**src/rtl/qam_slicer_ber_pkg.sv**
```systemverilog
// rtl/qam_slicer_ber_pkg.sv - shared mode constants, FSM states and popcount helper for qam_slicer_ber
package qam_pkg;

  localparam logic MODE_QPSK  = 1'b0;
  localparam logic MODE_16QAM = 1'b1;

  typedef enum logic [1:0] {
    IDLE = 2'd0,
    RUN  = 2'd1,
    DONE = 2'd2
  } state_t;

  function automatic logic [2:0] popcount4(input logic [3:0] v);
    return 3'(v[0]) + 3'(v[1]) + 3'(v[2]) + 3'(v[3]);
  endfunction

endpackage

```
**src/rtl/qam_slicer_ber_ref_bit_fifo.sv**
```systemverilog
// rtl/qam_slicer_ber_ref_bit_fifo.sv - sync reference-bit FIFO with full/empty flags and drop-on-full
module ref_bit_fifo #(
  parameter int W     = 4,
  parameter int DEPTH = 16
) (
  input  logic         clk,
  input  logic         reset,
  input  logic         flush,
  input  logic         push,
  input  logic [W-1:0] wr_data,
  input  logic         pop,
  output logic [W-1:0] rd_data,
  output logic         full,
  output logic         empty
);

  localparam int AW = $clog2(DEPTH);

  logic [W-1:0]  mem [DEPTH];
  logic [AW-1:0] wr_ptr;
  logic [AW-1:0] rd_ptr;
  logic [AW:0]   count;
  logic          pop_ok;
  logic          push_ok;

  assign full    = (count == (AW+1)'(DEPTH));
  assign empty   = (count == '0);
  assign pop_ok  = pop && !empty;
  // a pop in the same cycle frees the slot, so a full FIFO can still accept
  assign push_ok = push && (!full || pop_ok);
  assign rd_data = mem[rd_ptr];

  // storage write; entries beyond the pointers are never read
  always_ff @(posedge clk) begin
    if (reset && !flush && push_ok) mem[wr_ptr] <= wr_data;
  end

  // pointers wrap naturally because DEPTH is a power of two
  always_ff @(posedge clk) begin
    if (!reset || flush) begin
      wr_ptr <= '0;
      rd_ptr <= '0;
      count  <= '0;
    end else begin
      if (push_ok) wr_ptr <= wr_ptr + AW'(1);
      if (pop_ok)  rd_ptr <= rd_ptr + AW'(1);
      case ({push_ok, pop_ok})
        2'b10:   count <= count + (AW+1)'(1);
        2'b01:   count <= count - (AW+1)'(1);
        default: count <= count;
      endcase
    end
  end

endmodule

```
**src/rtl/qam_slicer_ber.sv**
```systemverilog
// rtl/qam_slicer_ber.sv - QPSK/16-QAM hard slicer with reference alignment and BER counters (option: QAM_SLICER_PERBIT_ERR_EN)
module qam_slicer_ber
  import qam_pkg::*;
#(
  parameter int BI         = 24,
  parameter int AMP        = 1048576,
  parameter int NSYM       = 320000,
  parameter int FIFO_DEPTH = 16,
  parameter int CW         = 32
) (
  input  logic          clk,
  input  logic          reset,
  input  logic          start,
  input  logic          mode,
  input  logic          tx_valid,
  input  logic [3:0]    tx_bits,
  input  logic          rx_valid,
  input  logic [BI-1:0] rx_real,
  input  logic [BI-1:0] rx_imag,
  output logic          dec_valid,
  output logic [3:0]    dec_bits,
  output logic [CW-1:0] sym_cnt,
  output logic [CW-1:0] err_cnt,
  output logic          busy,
  output logic          done,
  output logic          fifo_ovf,
  output logic          fifo_unf
`ifdef QAM_SLICER_PERBIT_ERR_EN
  ,
  output logic [4*CW-1:0] err_bit_cnt
`endif
);

  localparam logic [BI:0]   THR     = (BI+1)'(2 * AMP);
  localparam logic [CW-1:0] NSYM_M1 = CW'(NSYM - 1);

  state_t        state;
  state_t        state_nxt;
  logic          mode_q;
  logic          start_go;
  logic          pop_req;
  logic          count_now;
  logic          fifo_full;
  logic          fifo_empty;
  logic [3:0]    ref_head;
  logic [BI:0]   ext_i;
  logic [BI:0]   ext_q;
  logic [BI:0]   abs_i;
  logic [BI:0]   abs_q;
  logic [3:0]    slice_bits;
  logic [3:0]    s1_ref;
  logic          s1_count;
  logic          s2_en;
  logic [3:0]    err_mask;
  logic [3:0]    diff;
  logic [2:0]    err_add;
  logic [CW:0]   err_sum;

  assign start_go  = start && (state != RUN);
  assign pop_req   = rx_valid && (state == RUN);
  assign count_now = pop_req && !fifo_empty;

  ref_bit_fifo #(
    .W     (4),
    .DEPTH (FIFO_DEPTH)
  ) u_fifo (
    .clk     (clk),
    .reset   (reset),
    .flush   (start_go),
    .push    (tx_valid),
    .wr_data (tx_bits),
    .pop     (pop_req),
    .rd_data (ref_head),
    .full    (fifo_full),
    .empty   (fifo_empty)
  );

  // FSM state register
  always_ff @(posedge clk) begin
    if (!reset) state <= IDLE;
    else        state <= state_nxt;
  end

  // FSM next state: a run ends when the symbol reaching NSYM is counted
  always_comb begin
    state_nxt = state;
    case (state)
      IDLE:    if (start) state_nxt = RUN;
      RUN:     if (s1_count && sym_cnt == NSYM_M1) state_nxt = DONE;
      DONE:    if (start) state_nxt = RUN;
      default: state_nxt = IDLE;
    endcase
  end

  // FSM outputs
  always_comb begin
    busy = (state == RUN);
    done = (state == DONE);
  end

  // mode is held for the whole run
  always_ff @(posedge clk) begin
    if (!reset)        mode_q <= MODE_QPSK;
    else if (start_go) mode_q <= mode;
  end

  // magnitudes in BI+1 bits so the most negative sample does not wrap
  assign ext_i = {rx_real[BI-1], rx_real};
  assign ext_q = {rx_imag[BI-1], rx_imag};
  assign abs_i = rx_real[BI-1] ? (~ext_i + (BI+1)'(1)) : ext_i;
  assign abs_q = rx_imag[BI-1] ? (~ext_q + (BI+1)'(1)) : ext_q;

  // hard decision: sign bit gives the half-plane, zero counts as positive
  always_comb begin
    slice_bits = '0;
    if (mode_q == MODE_16QAM) slice_bits = {rx_real[BI-1], abs_i >= THR, rx_imag[BI-1], abs_q >= THR};
    else                      slice_bits = {2'b00, rx_real[BI-1], rx_imag[BI-1]};
  end

  // stage 1: decision plus the aligned reference bits
  always_ff @(posedge clk) begin
    if (!reset) begin
      dec_valid <= 1'b0;
      dec_bits  <= '0;
      s1_ref    <= '0;
      s1_count  <= 1'b0;
    end else begin
      dec_valid <= rx_valid;
      s1_count  <= count_now;
      if (rx_valid) begin
        dec_bits <= slice_bits;
        s1_ref   <= ref_head;
      end
    end
  end

  assign s2_en    = s1_count && (state == RUN);
  assign err_mask = (mode_q == MODE_QPSK) ? 4'h3 : 4'hF;
  assign diff     = (dec_bits ^ s1_ref) & err_mask;
  assign err_add  = popcount4(diff);
  assign err_sum  = {1'b0, err_cnt} + (CW+1)'(err_add);

  // stage 2: saturating symbol and bit-error counters, frozen outside RUN
  always_ff @(posedge clk) begin
    if (!reset || start_go) begin
      sym_cnt <= '0;
      err_cnt <= '0;
    end else if (s2_en) begin
      if (sym_cnt != '1) sym_cnt <= sym_cnt + CW'(1);
      err_cnt <= err_sum[CW] ? '1 : err_sum[CW-1:0];
    end
  end

  // sticky FIFO fault flags, cleared when a run starts
  always_ff @(posedge clk) begin
    if (!reset || start_go) begin
      fifo_ovf <= 1'b0;
      fifo_unf <= 1'b0;
    end else begin
      if (tx_valid && fifo_full && !count_now) fifo_ovf <= 1'b1;
      if (pop_req && fifo_empty)               fifo_unf <= 1'b1;
    end
  end

`ifdef QAM_SLICER_PERBIT_ERR_EN
  logic [CW-1:0] pb_cnt [4];

  assign err_bit_cnt = {pb_cnt[3], pb_cnt[2], pb_cnt[1], pb_cnt[0]};

  // per-bit-position error counters, cleared and frozen alongside err_cnt
  always_ff @(posedge clk) begin
    if (!reset || start_go) begin
      for (int b = 0; b < 4; b++) pb_cnt[b] <= '0;
    end else if (s2_en) begin
      for (int b = 0; b < 4; b++) begin
        if (diff[b] && pb_cnt[b] != '1) pb_cnt[b] <= pb_cnt[b] + CW'(1);
      end
    end
  end
`endif

endmodule

```
**config.mk**
```make
export PLATFORM = sky130hd
export DESIGN_NAME = qam_slicer_ber
export DESIGN_NICKNAME = d
export VERILOG_FILES = /design/src/rtl/qam_slicer_ber_pkg.sv /design/src/rtl/qam_slicer_ber_ref_bit_fifo.sv /design/src/rtl/qam_slicer_ber.sv
export SDC_FILE = /design/constraint.sdc
export NUM_CORES = 1
export LEC_CHECK = 0
export ABC_AREA = 1
export BUFFER_PORTS_ARGS = -buffer_cell sky130_fd_sc_hd__buf_2
export CORE_ASPECT_RATIO = 0.7
export CORE_MARGIN = 3
export CORE_UTILIZATION = 50
export DETAILED_ROUTE_END_ITERATION = 8
export PLACE_DENSITY_LB_ADDON = 0.25
export SETUP_SLACK_MARGIN = 0.05
export SLEW_MARGIN = 20
export SYNTH_ARGS = -nofsm -noshare
export SYNTH_HDL_FRONTEND = slang
export SYNTH_SLANG_ARGS = --single-unit
```
**constraint.sdc**
```tcl
create_clock -name clk -period 3.3 [get_ports clk]
set_clock_uncertainty 0.1 [all_clocks]
set_input_delay 0.165 -clock clk [delete_from_list [all_inputs] [get_ports clk]]
set_output_delay 0.165 -clock clk [all_outputs]
set_load 0.005 [all_outputs]
```
Yosys cells after proc, flatten, opt, wreduce, memory -nomap -nowiden --
Memories as Yosys holds them, arrays and structs flattened. A register that Yosys moved wholly into a read port is not among the register bits. Cells that the tools add are included. Widths: inputs -> output; s select.
Operators by class: add/sub/neg operators 11, $lt $le $gt $ge 2, eq/ne operators 10, multiplexer cells 11, bitwise logic cells 4, reductions and logical operators 25
Operators with widths (number):
- $add 25x1->25 const B | 2
- $ge 25x22->1 const B | 2
- $mux 25 | 2
- $not 25->25 | 2
- $add 32x3->33 | 1
- $add 32x1->32 const B | 1
- $eq 32x19->1 const B | 1
- $mux 32 | 1
- $ne 32x32->1 const B | 1
- $logic_and 1x1->1 | 11
- $pmux 5 s2 | 1
- $add 4x1->4 const B | 2
- $mux 4 | 2
- $logic_not 1->1 | 6
- $ne 2x1->1 const B | 3
- $add 5x1->5 const B | 1
- $eq 5x5->1 const B | 1
- $logic_not 5->1 | 1
- $sub 5x1->5 const B | 1
- $and 4x4->4 | 1
- $eq 2x1->1 const B | 2
- $eq 2x2->1 const B | 2
- $mux 2 | 2
- $pmux 2 s2 | 1
- 10 further kinds | 13
Word-level totals: flip-flop bits (word level) 88, memory bits (writable) 64, input port bits 58, output and inout port bits 73, logic and storage cells 76, memories kept 1
Memories:
- u_fifo.mem | words 16, bits a word 4, read ports 1, clocked after Yosys merged registers in 1, write ports 1, line qam_slicer_ber_ref_bit_fifo.sv:19 | logic [W-1:0] mem [DEPTH];

Longest topological paths before layout --
depth after elaboration 8, depth in mapped cells 19, depth with buffers taken out 19

Hierarchy --
A second synthesis with hierarchy kept.
Unflattened totals: cell total of the unflattened synthesis 1141, area total of the unflattened synthesis 8569.5 µm²
By module, submodules not included:
- qam_slicer_ber | times used 1, cells an instance 800, area each 4994.8 µm², sequential area each 1581.5 µm²
- ref_bit_fifo | times used 1, cells an instance 341, area each 3574.7 µm², sequential area each 2262.2 µm²

Least setup slack after synthesis --
OpenSTA, ideal clock, no wires.
path kind register to register, start register dec_bits[2], end register err_cnt[12], library setup time 0.110 ns, arrival 2.678 ns, required time 3.090 ns, slack 0.412 ns, stages on the path, launching flop included 18, period minus slack after synthesis 2.888 ns, cell sequence dfxtp_1 xnor2_1 nor2_1 fa_1 inv_1 fa_1 inv_1 fa_1 nand3_1 nor2_2 nand2_2 nor2_4 nand2_2 nor2_2 xnor2_1 nand2_1 nand2_1 inv_1
On the way: longest elaborated chain between the ends 6
Ends and longest elaborated chain:
- start: declaration | line qam_slicer_ber.sv:21 | output logic [3:0] dec_bits,
- start signal: assignment | line qam_slicer_ber.sv:131 | dec_bits <= slice_bits;
- $xor 4x4->4 | line qam_slicer_ber.sv:139 | assign diff = (dec_bits ^ s1_ref) & err_mask;
- $and 4x4->4 | line qam_slicer_ber.sv:139
- $add 2x1->3 | line qam_slicer_ber_pkg.sv:14 | return 3'(v[0]) + 3'(v[1]) + 3'(v[2]) + 3'(v[3]);
- $add 3x1->3 | line qam_slicer_ber_pkg.sv:14
- $add 32x3->33 | line qam_slicer_ber.sv:141 | assign err_sum = {1'b0, err_cnt} + (CW+1)'(err_add);
- $mux 32 | line qam_slicer_ber.sv:150 | err_cnt <= err_sum[CW] ? '1 : err_sum[CW-1:0];
- end signal: assignment | line qam_slicer_ber.sv:150
- end: declaration | line qam_slicer_ber.sv:23 | output logic [CW-1:0] err_cnt,
No other way between the ends. A chain may end at the register's enable or synchronous reset.

Worst setup path in the final report --
Ends and elaborated chain as after synthesis.

==> flow_summary.html <==
<table>
<tr><th>Metric</th><th>Value</th></tr>
<tr><th colspan="2">Clock network</th></tr>
<tr><td>Number of buffers on the longest clock path</td><td>2</td></tr>
<tr><td>Clock Latency Late Sink</td><td>430 ps</td></tr>
<tr><td>TritonCTS clock tree</td><td>done</td></tr>
<tr><td>Clock transition time at the flip-flop clock pins of the worst setup and hold paths</td><td>approximately 60 ps</td></tr>
<tr><td>Total number of H-tree levels</td><td>4</td></tr>
<tr><td>Clock buffers created by TritonCTS</td><td>17</td></tr>
<tr><td>Clock tree root driver cell</td><td>sky130_fd_sc_hd__clkbuf_16</td></tr>
<tr><td>CTS sink count</td><td>~160</td></tr>
<tr><td>Post-CTS repair timing setup buffer count</td><td>0</td></tr>
<tr><th colspan="2">Global route</th></tr>
<tr><td>Via count of the first global-routing pass</td><td>around 7.0k</td></tr>
<tr><td>Wire length of the first global-routing pass</td><td>around 36000 um</td></tr>
<tr><td>Global route total overflow</td><td>0</td></tr>
<tr><td>Antenna violations before repair</td><td>0</td></tr>
<tr><td>Largest net degree at the start of global routing</td><td>51</td></tr>
<tr><td>Overall track demand over capacity in global routing</td><td>0.245</td></tr>
<tr><th colspan="2">Place</th></tr>
<tr><td>Count of buffers inserted at the top-level ports</td><td>130</td></tr>
<tr><td>DP Wirelength</td><td>about 16000 um</td></tr>
<tr><td>Final weighted congestion in routability-driven placement</td><td>roughly 0.99</td></tr>
<tr><th colspan="2">STA</th></tr>
<tr><td>Share of the clock period used by the worst path after layout</td><td>0.922</td></tr>
<tr><td>Crit path time final</td><td>a little over 3000 ps</td></tr>
<tr><td>Setup TNS</td><td>0 ps</td></tr>
<tr><td>Highest attainable clock frequency</td><td>about 330 MHz</td></tr>
<tr><td>Setup-violating endpoint count in the final report</td><td>0</td></tr>
<tr><td>Setup repair after global routing missed its margin</td><td>no</td></tr>
<tr><td>Tightest Pin Transition</td><td>969 ps</td></tr>
<tr><td>Final-report hold violation count</td><td>0</td></tr>
<tr><td>Final slew viol count</td><td>0</td></tr>
<tr><td>Normalized max-slew margin</td><td>0.353</td></tr>
<tr><th colspan="2">Synth</th></tr>
<tr><td>Number of flops mapped to enable cells by yosys</td><td>64</td></tr>
<tr><td>Post-Syn Area</td><td>8320 um2</td></tr>
<tr><td>Post-Synthesis Mean Instance Area</td><td>~7.7 um2</td></tr>
<tr><td>Top FF cell, synth</td><td>sky130_fd_sc_hd__dfxtp_1</td></tr>
<tr><td>Share of flip-flops with an asynchronous set or reset</td><td>0</td></tr>
<tr><td>Number of nets produced by synthesis</td><td>between 1k and 1.5k</td></tr>
<tr><td>Count of state elements after synthesis</td><td>about 160</td></tr>
<tr><td>Portion of the post-synthesis area used by sequential elements</td><td>0.452</td></tr>
<tr><td>Library cells used by synthesis</td><td>44</td></tr>
<tr><td>Cells after synthesis</td><td>about 1.1k</td></tr>
<tr><td>Synthesis warning total</td><td>0</td></tr>
<tr><th colspan="2">Worst setup path</th></tr>
<tr><td>Worst-path maximum fanout</td><td>3</td></tr>
<tr><td>Kind of end point of the critical path</td><td>register</td></tr>
<tr><td>Req. time, crit path</td><td>3520 ps</td></tr>
<tr><td>Data arrival time of the critical path</td><td>roughly 3300 ps</td></tr>
<tr><td>Critical path type</td><td>reg -&gt; reg</td></tr>
<tr><td>Critical path startpoint category</td><td>register</td></tr>
<tr><th colspan="2">Floorplanning</th></tr>
<tr><td>Die width</td><td>160 um</td></tr>
<tr><td>Vertical die dimension</td><td>between 100 and 150 um</td></tr>
<tr><td>Total I/O pin count</td><td>roughly 130</td></tr>
<tr><td>Core outline area</td><td>~16000 um2</td></tr>
<tr><td>Die footprint</td><td>~18000 um2</td></tr>
<tr><td>Initial Utilization</td><td>0.524</td></tr>
<tr><td>Std-Cell Rows</td><td>38</td></tr>
<tr><th colspan="2">Cells and area</th></tr>
<tr><td>Area Growth Syn to Fin</td><td>17.7%</td></tr>
<tr><td>Antenna diodes</td><td>0</td></tr>
<tr><td>Nets@finish</td><td>1289</td></tr>
<tr><td>Fraction of layout cells with a size suffix above 1</td><td>0.180</td></tr>
<tr><th colspan="2">Run status</th></tr>
<tr><td>Run status</td><td>completed</td></tr>
<tr><th colspan="2">Detailed routing</th></tr>
<tr><td>Highest Signal Layer</td><td>met4</td></tr>
<tr><td>Detailed router's first-iteration violation count</td><td>a little over 700</td></tr>
<tr><td>Via density per instance</td><td>5.34</td></tr>
<tr><td>DR WL/cell</td><td>15.3 um</td></tr>
<tr><td>Final WL</td><td>22200 um</td></tr>
<tr><td>Remaining DRCs</td><td>0</td></tr>
<tr><td>Vias</td><td>~7.7k</td></tr>
<tr><td>First drt pass iteration count</td><td>5</td></tr>
<tr><td>Total routed wire length on the met1 layer</td><td>10300 um</td></tr>
<tr><td>Met2 wire length</td><td>a little over 9000 um</td></tr>
<tr><td>Antenna-violating nets left</td><td>0</td></tr>
<tr><td>Detailed-routed wire length on met3</td><td>~2300 um</td></tr>
<tr><th colspan="2">Power and ir drop</th></tr>
<tr><td>Power density over the cells</td><td>428 nW/um2</td></tr>
<tr><td>Total design power</td><td>4.19 mW</td></tr>
<tr><td>Leak pwr</td><td>between 4 and 5 nW</td></tr>
<tr><td>VDD IR-drop max</td><td>0.264 mV</td></tr>
<tr><th colspan="2">Flow run</th></tr>
<tr><td>Max-cap viol count</td><td>0</td></tr>
<tr><th colspan="2">Hold path</th></tr>
<tr><td>Path category of the worst min-delay check</td><td>in -&gt; reg</td></tr>
</table>
[through the flow]
step            util  hold slack, ps  area, um2  setup WS [ps]  cells
3_3_place_gp   0.576             329       9140            292   1407
6_report       0.617            45.1       9790            256   1447
5_1_grt        0.617            33.7       9790           47.2   1447
4_1_cts        0.616            27.5       9790            162   1447
3_5_place_dp   0.576             332       9140            211   1407
2_1_floorplan      -             163       8320            412   1081
[sequential cells by signal, indices dropped and copies added (netlist names)]
name	cells
s1_ref	4
dec_bits	4
mode_q	1
state	2
u_fifo.wr_ptr	4
u_fifo.mem	64
u_fifo.rd_ptr	4
sym_cnt	32
u_fifo.count	5
dec_valid	1
fifo_unf	1
fifo_ovf	1
err_cnt	32
s1_count	1
[cell families after synthesis]
kind of cell             synth area share
AO/OA/AOI/OAI                       0.110
XOR/XNOR                           0.0400
adder cells (fa/ha/maj)            0.0292
buffers and inverters              0.0717
flip-flops                          0.452
AND/OR/NAND/NOR                     0.297
[worst paths after layout]
check                           slack, ps                          from  cells after the start                           end
worst max-delay path                  260      dec_bits[2]$_SDFFE_PN0P_                     17      err_cnt[12]$_SDFFE_PP0P_
worst min-delay path                   50                    tx_bits[3]                      1    u_fifo.mem[6][3]$_DFFE_PP_
worst max register to register        260      dec_bits[2]$_SDFFE_PN0P_                     17      err_cnt[12]$_SDFFE_PP0P_
worst min register to register        360  u_fifo.count[0]$_SDFFE_PP0P_                      2  u_fifo.count[0]$_SDFFE_PP0P_
[cell type report]
class,count,area (um2)
Fill cell,1434,6090
Multi-Input combinational cell,777,3970
Sequential cell,156,3760
Timing Repair Buffer,144,776
Inverter,118,445
Clock buffer,20,437
Tap cell,220,275
Clock inverter,12,125
[what timing repair did]
item / CTS / global route
resized for setup: 0 / 5
endpoints found under the setup margin: 0 / 10
hold endpoints to repair: 7 / 0
hold buffers: 8 / 0
[cell usage in the layout (no fill, tap or decap), types with 11 or more instances in the layout]
cell type,n
sky130_fd_sc_hd__edfxtp_1,64
sky130_fd_sc_hd__xnor2_1,15
sky130_fd_sc_hd__nand3_1,52
sky130_fd_sc_hd__nand2_1,239
sky130_fd_sc_hd__nand4_1,16
sky130_fd_sc_hd__nor2_1,162
sky130_fd_sc_hd__inv_2,14
sky130_fd_sc_hd__ha_1,13
sky130_fd_sc_hd__o22ai_1,11
sky130_fd_sc_hd__xor2_1,23
sky130_fd_sc_hd__clkbuf_16,17
sky130_fd_sc_hd__a21oi_1,63
sky130_fd_sc_hd__dfxtp_1,91
sky130_fd_sc_hd__nor3_1,33
sky130_fd_sc_hd__buf_2,130
sky130_fd_sc_hd__inv_1,101
sky130_fd_sc_hd__o21ai_0,71
[metal layers]
layer	global-route usage	vias up
li1	-	3835
met1	0.358	3518
met2	0.364	357
met3	0.0668	21
met4	0.0520	0
met5	0	-
[critical path: stages, from the launching register on]
cell and delay [ps]:
sky130_fd_sc_hd__dfxtp_2 330, sky130_fd_sc_hd__xnor2_1 140, sky130_fd_sc_hd__nor2_1 70, sky130_fd_sc_hd__fa_1 480, sky130_fd_sc_hd__inv_1 60, sky130_fd_sc_hd__fa_1 420
sky130_fd_sc_hd__inv_1 90, sky130_fd_sc_hd__fa_2 230, sky130_fd_sc_hd__nand3_2 140, sky130_fd_sc_hd__nor2_2 170, sky130_fd_sc_hd__nand2_2 100, sky130_fd_sc_hd__nor2_4 110
sky130_fd_sc_hd__nand2_2 90, sky130_fd_sc_hd__nor2_2 130, sky130_fd_sc_hd__xnor2_1 130, sky130_fd_sc_hd__nand2_1 60, sky130_fd_sc_hd__nand2_1 60, sky130_fd_sc_hd__inv_1 40
[report_power, final]
group	switching [mW]	total [mW]	leakage [nW]	internal [mW]
Combinational	0.166	0.257	2.45	0.0905
Sequential	0.0141	2.04	1.32	2.02
Clock	0.784	1.89	0.271	1.11
[Yosys cell counts, drive strengths merged (15+ instances only)]
| cell | instances | area share |
|---|---|---|
| xnor2 | 15 | 0.016 |
| edfxtp | 64 | 0.23 |
| nand3 | 57 | 0.037 |
| nor2 | 173 | 0.085 |
| xor2 | 23 | 0.024 |
| o21ai | 79 | 0.047 |
| a21oi | 66 | 0.041 |
| dfxtp | 92 | 0.22 |
| clkbuf | 15 | 0.0069 |
| buf | 15 | 0.011 |
| inv | 116 | 0.053 |
| nor3 | 42 | 0.033 |
| nand4 | 16 | 0.012 |
| nand2 | 248 | 0.12 |
Power figures use the tool's default switching activity.
